**config.mk**
```make
export PLATFORM = sky130hd
export DESIGN_NAME = countdown_timer
export DESIGN_NICKNAME = d
export VERILOG_FILES = /design/src/rtl/countdown_timer.sv
export SDC_FILE = /design/constraint.sdc
export NUM_CORES = 1
export LEC_CHECK = 0
export BUFFER_PORTS_ARGS = -buffer_cell sky130_fd_sc_hd__buf_2
export CORE_MARGIN = 2
export CORE_UTILIZATION = 30
export DETAILED_ROUTE_END_ITERATION = 8
export GPL_TIMING_DRIVEN = 0
export PLACE_DENSITY_LB_ADDON = 0.15
export REMOVE_ABC_BUFFERS = 1
export SYNTH_ARGS = -nofsm -noshare
export SYNTH_HDL_FRONTEND = slang
export SYNTH_SLANG_ARGS = --single-unit
```
**constraint.sdc**
```tcl
create_clock -name clk -period 2.9 [get_ports clk]
set_input_delay 0.435 -clock clk [delete_from_list [all_inputs] [get_ports clk]]
set_output_delay 0.435 -clock clk [all_outputs]
set_load 0.01 [all_outputs]
```
**src/rtl/countdown_timer.sv**
```systemverilog
// Hours/minutes/seconds BCD countdown timer driven by a go level from the setting stage.
// Counts down once per TICK_DIV clocks, pauses on go low and raises an alarm at zero.
module countdown_timer #(
    parameter int TICK_DIV = 100000000
) (
    input  logic        clk,
    input  logic        rst,
    input  logic [31:0] preset,
    input  logic        go,
    output logic [31:0] disp,
    output logic        running,
    output logic        done,
    output logic        alarm
);

    localparam int PW = (TICK_DIV > 2) ? $clog2(TICK_DIV) : 1;
    localparam logic [PW-1:0] TICK_LAST = PW'(TICK_DIV - 1);

    typedef enum logic [1:0] {IDLE, RUN, PAUSE, FINISH} state_t;

    typedef struct packed {
        logic [3:0] h10;
        logic [3:0] h1;
        logic [3:0] m10;
        logic [3:0] m1;
        logic [3:0] s10;
        logic [3:0] s1;
    } count_t;

    function automatic logic [3:0] clamp_digit(input logic [3:0] d, input logic [3:0] lim);
        return (d > lim) ? lim : d;
    endfunction

    function automatic count_t load_preset(input logic [31:0] p);
        count_t c;
        c.h10 = clamp_digit(p[31:28], 4'd9);
        c.h1  = clamp_digit(p[27:24], 4'd9);
        c.m10 = clamp_digit(p[19:16], 4'd5);
        c.m1  = clamp_digit(p[15:12], 4'd9);
        c.s10 = clamp_digit(p[7:4],   4'd5);
        c.s1  = clamp_digit(p[3:0],   4'd9);
        return c;
    endfunction

    // One-second decrement; each digit borrows from the next only when it wraps.
    function automatic count_t dec_one(input count_t c);
        count_t r;
        r = c;
        if (c.s1 != 4'd0) r.s1 = c.s1 - 4'd1;
        else begin
            r.s1 = 4'd9;
            if (c.s10 != 4'd0) r.s10 = c.s10 - 4'd1;
            else begin
                r.s10 = 4'd5;
                if (c.m1 != 4'd0) r.m1 = c.m1 - 4'd1;
                else begin
                    r.m1 = 4'd9;
                    if (c.m10 != 4'd0) r.m10 = c.m10 - 4'd1;
                    else begin
                        r.m10 = 4'd5;
                        if (c.h1 != 4'd0) r.h1 = c.h1 - 4'd1;
                        else begin
                            r.h1  = 4'd9;
                            r.h10 = c.h10 - 4'd1;
                        end
                    end
                end
            end
        end
        return r;
    endfunction

    state_t        state, state_d;
    logic          go_q;
    logic          armed;
    logic [PW-1:0] presc, presc_d;
    count_t        cnt, cnt_d;
    logic          done_d;

    logic   go_rise;
    logic   tick;
    count_t loaded;
    count_t dec;

    // armed blocks a go that is already high when reset releases from counting as a rising edge.
    assign go_rise = go & ~go_q & armed;
    assign tick    = (presc == TICK_LAST);
    assign loaded  = load_preset(preset);
    assign dec     = dec_one(cnt);

    always_comb begin
        // NOTE: every variable gets a default first so no path can infer a latch.
        state_d = state;
        presc_d = presc;
        cnt_d   = cnt;
        done_d  = 1'b0;
        case (state)
            IDLE: begin
                if (go_rise) begin
                    cnt_d   = loaded;
                    presc_d = '0;
                    if (loaded == '0) begin
                        state_d = FINISH;
                        done_d  = 1'b1;
                    end else begin
                        state_d = RUN;
                    end
                end
            end
            RUN: begin
                if (tick) begin
                    cnt_d   = dec;
                    presc_d = '0;
                    if (dec == '0) begin
                        state_d = FINISH;
                        done_d  = 1'b1;
                    end else if (!go) begin
                        state_d = PAUSE;
                    end
                end else if (!go) begin
                    state_d = PAUSE;
                end else begin
                    presc_d = presc + PW'(1);
                end
            end
            PAUSE: begin
                if (go) state_d = RUN;
            end
            FINISH: begin
                if (!go) state_d = IDLE;
            end
            default: state_d = IDLE;
        endcase
    end

    // NOTE: state is updated with non-blocking assignments so every register samples pre-edge values.
    always_ff @(posedge clk) begin
        if (rst) begin
            state <= IDLE;
            go_q  <= 1'b0;
            armed <= 1'b0;
            presc <= '0;
            cnt   <= '0;
            done  <= 1'b0;
        end else begin
            state <= state_d;
            go_q  <= go;
            armed <= 1'b1;
            presc <= presc_d;
            cnt   <= cnt_d;
            done  <= done_d;
        end
    end

    always_comb begin
        if (state == IDLE)
            disp = {preset[31:24], 4'hF, preset[19:12], 4'hF, preset[7:0]};
        else
            disp = {cnt.h10, cnt.h1, 4'hF, cnt.m10, cnt.m1, 4'hF, cnt.s10, cnt.s1};
    end

    assign running = (state == RUN);
    assign alarm   = (state == FINISH);

endmodule

```
==> run_results.csv <==
group,metric,value,unit
sta,fmax,368.7,MHz
synthesis,ys_async_sr_fraction,0,%
detailed_routing,drc,0,
detailed_routing,drt-total-wl,13960,µm
synthesis,synth_area,4085,µm²
layout,fin_cells,747,
sta,setup_slack,187.8,ps
sta,fin_crit,2712,ps
detailed_routing,first_pass_iters,6,
synthesis,synth_flop_cell,"dfxtp_1",
sta,fin_crit_sh,93.52,%
detailed_routing,wl_per_cell,18.69,µm
worst_setup_path,worstPathMaxFanout,8,
clock_network,clk_latency,310,ps
synthesis,synthCells,543,
worst_setup_path,regToRegSetupSlack,190,ps
detailed_routing,drtIter0Drc,543,
worst_setup_path,cp_cell_sequence,"inv_1 > ha_1 > or4b_1 > or4_4 > mux2_4 > a22oi_1 > a21oi_1",
clock_network,clkSinkCount,56,
floorplanning,core,13300,µm²
synthesis,synth_seq_area_share,27.44,%
hold_path,worstHoldEndpoint,"cnt[17]$_SDFFE_PP0P_",
detailed_routing,vias,4424,
clock_network,clk_root_buffer_cell,"clkbuf_16",
hold_path,hp-class,"in2reg",
worst_setup_path,critPathMaxStageDelay,610,ps
worst_setup_path,worstSetupPathType,"reg2reg",
placement,gp_congestion,0.8245,
detailed_routing,routed_via_density,5.922,
placement,pre_cts_ws,-2254,ps
layout,drive_above_1_share,17.86,%
clock_network,cts_made_buffers,5,
floorplanning,dieArea,14570,µm²
sta,relSlewSlack,11.58,%
sta,setup_viol,0,
clock_network,cts_htree_levels,2,
hold_path,hp-start,"preset[25]",
layout,final_nets,609,
worst_setup_path,critPathSlowestCell,"or4b_1",
sta,finalHoldViolCount,0,
synthesis,ys.warnings.count,0,
global_route,grt_overflow,0,
clock_network,clockBufferDepth,2,
sta,holdWs,428.2,ps
global_route,grt_max_degree,40,
layout,synthToLayoutAreaGrowth,14.30,%
sta,worst_pin_slew,1317,ps
floorplanning,initial_utilization,30.73,%
sta,drv_slew,0,
floorplanning,fp.dieH,120.7,µm
synthesis,ys_ff_latch,56,
floorplanning,io_pins,70,
run,max_cap_viol_count,0,
synthesis,syn_area_per_cell,7.523,µm²
hold_path,hold_depth,3,
global_route,grt_pass1_vias,4102,
status,status,"finished clean",
global_route,grt_pass1_wl,21810,µm
clock_network,cts_tree,"done",
worst_setup_path,r2r_end,"cnt[10]$_SDFFE_PP0P_",
power_and_ir_drop,p_leak,1.628,nW
worst_setup_path,reg2reg_depth,7,
floorplanning,rows,42,
floorplanning,die_x,120.7,µm
sta,rsz0062_at_grt,"false",
power_and_ir_drop,irDropWorstVdd,0.1974,mV
sta,finalClockSkew,9.902,ps
clock_network,clk_pin_slew,80,ps
layout,diodes,0,
layout,nFillCells,1428,
synthesis,synth-edff-count,0,
detailed_routing,antenna_left,0,
worst_setup_path,cp-start-kind,"flop",
global_route,grt_util_all_layers,18.63,%
synthesis,synth_cell_types,68,
worst_setup_path,endpoint_kind,"flop",
global_route,grt_antenna_before_repair,0,
worst_setup_path,arrival,2900,ps
sta,final.setup.tns,0,ps
power_and_ir_drop,power_density,415.2,nW/µm²
power_and_ir_drop,power,0.001939,W
placement,io_buffers,53,
placement,dpl.hpwl,9383,µm
worst_setup_path,crit_required,3090,ps
worst_setup_path,r2r-start,"cnt[0]$_SDFFE_PP0P_",
placement,dp_cells,736,
clock_network,cts_hold_buf,0,
-- flip-flops by register name, summed over array words and instances, names as in the netlist --
name / count
done: 1
presc: 27
state: 2
go_q: 1
cnt: 24
armed: 1
-- metrics by stage --
stage	utilization (%)	area (µm²)
finish	35.12	4669
global route	35.12	4669
CTS	34.73	4617
detailed placement	33.38	4438
global placement	33.00	4388
floorplan	-	3902
-- power breakdown --
part	switching, W	total [W]	internal [W]
sequential	0.0000394	0.000830	0.000791
combinational	0.000288	0.000461	0.000173
clock	0.000301	0.000648	0.000347
total	0.000628	0.00194	0.00131
-- cell families after synthesis --
group | Yosys count | synth area share, %
multiplexers | 31 | 8.269
flip-flops | 56 | 27.44
AO/OA/AOI/OAI | 153 | 24.63
adder cells (fa/ha/maj) | 4 | 1.225
AND/OR/NAND/NOR | 241 | 32.13
other | 1 | 0.09180
buffers and inverters | 57 | 6.217
-- placed cells by master (no fill, tap or decap), types with 16 or more instances in the layout --
cell,n
nor4_1,16
dfxtp_1,56
a21oi_1,35
nor3_1,28
buf_2,53
nor2_1,31
nand2_1,42
o21ai_0,31
nand3_1,41
mux2_2,18
-- how the worst max path moves through the flow --
stage / end / cells after the start / start / slack (ps)
2_1_floorplan: cnt[19]$_SDFFE_PP0P_ / 4 / state[0]$_SDFFE_PP0P_ / -620
3_3_place_gp: presc[0]$_SDFFE_PP0P_ / 5 / state[1]$_SDFFE_PP0P_ / -2570
3_5_place_dp: cnt[16]$_SDFFE_PP0P_ / 5 / state[1]$_SDFFE_PP0P_ / -2250
4_1_cts: done$_SDFF_PP0_ / 7 / cnt[0]$_SDFFE_PP0P_ / 9
5_1_grt: done$_SDFF_PP0_ / 7 / cnt[0]$_SDFFE_PP0P_ / 40
6_report: cnt[10]$_SDFFE_PP0P_ / 7 / cnt[0]$_SDFFE_PP0P_ / 190
-- cell type report --
type                    instances  area, µm²  area share (%)
clock buffers                   8      146.4           3.135
inverters                      12      50.05           1.072
multi-input cells             438       2825           60.50
flip-flops and latches         56       1121           24.01
well taps                     176      220.2           4.716
repair buffers                 57      306.5           6.565
-- critical path, delay by kind of cell, from the launching register on --
kind | cells | cell delay [ps]
simple gates | 2 | 1180
flops | 1 | 370
fa+ha+maj | 1 | 320
mux | 1 | 320
compound gates | 2 | 270
buf+inv | 1 | 130
-- per-layer routing --
layer | GRT usage (%) | wire (µm)
met5 | 0 | 0
met4 | 5.523 | 245
met3 | 3.208 | 876
met2 | 30.19 | 6522
met1 | 25.30 | 6315
-- synth_stat cells (10+ instances only) --
cell / number / area (µm²)
a31oi_1: 12 / 75.07
mux2_2: 18 / 202.7
inv_1: 10 / 37.54
o31ai_1: 12 / 90.09
nor4_1: 16 / 100.1
nor3_1: 29 / 145.1
a211oi_1: 11 / 82.58
clkbuf_1: 33 / 123.9
nand3_1: 44 / 220.2
mux2i_1: 12 / 120.1
nand3b_1: 13 / 97.59
a21oi_1: 35 / 175.2
o21ai_0: 31 / 155.2
nor2_1: 32 / 120.1
nand2_1: 43 / 161.4
dfxtp_1: 56 / 1121
-- timing repair --
| item | 4_1_cts | 5_1_grt |
|---|---|---|
| pin swaps | 0 | 2 |
| setup buffers | 0 | 2 |
| endpoints found under the hold margin | 0 | 0 |
| gates cloned | 0 | 1 |
| gates resized for setup | 7 | 5 |
| setup endpoints to repair | 52 | 25 |
(Power assumes the default switching activity.)
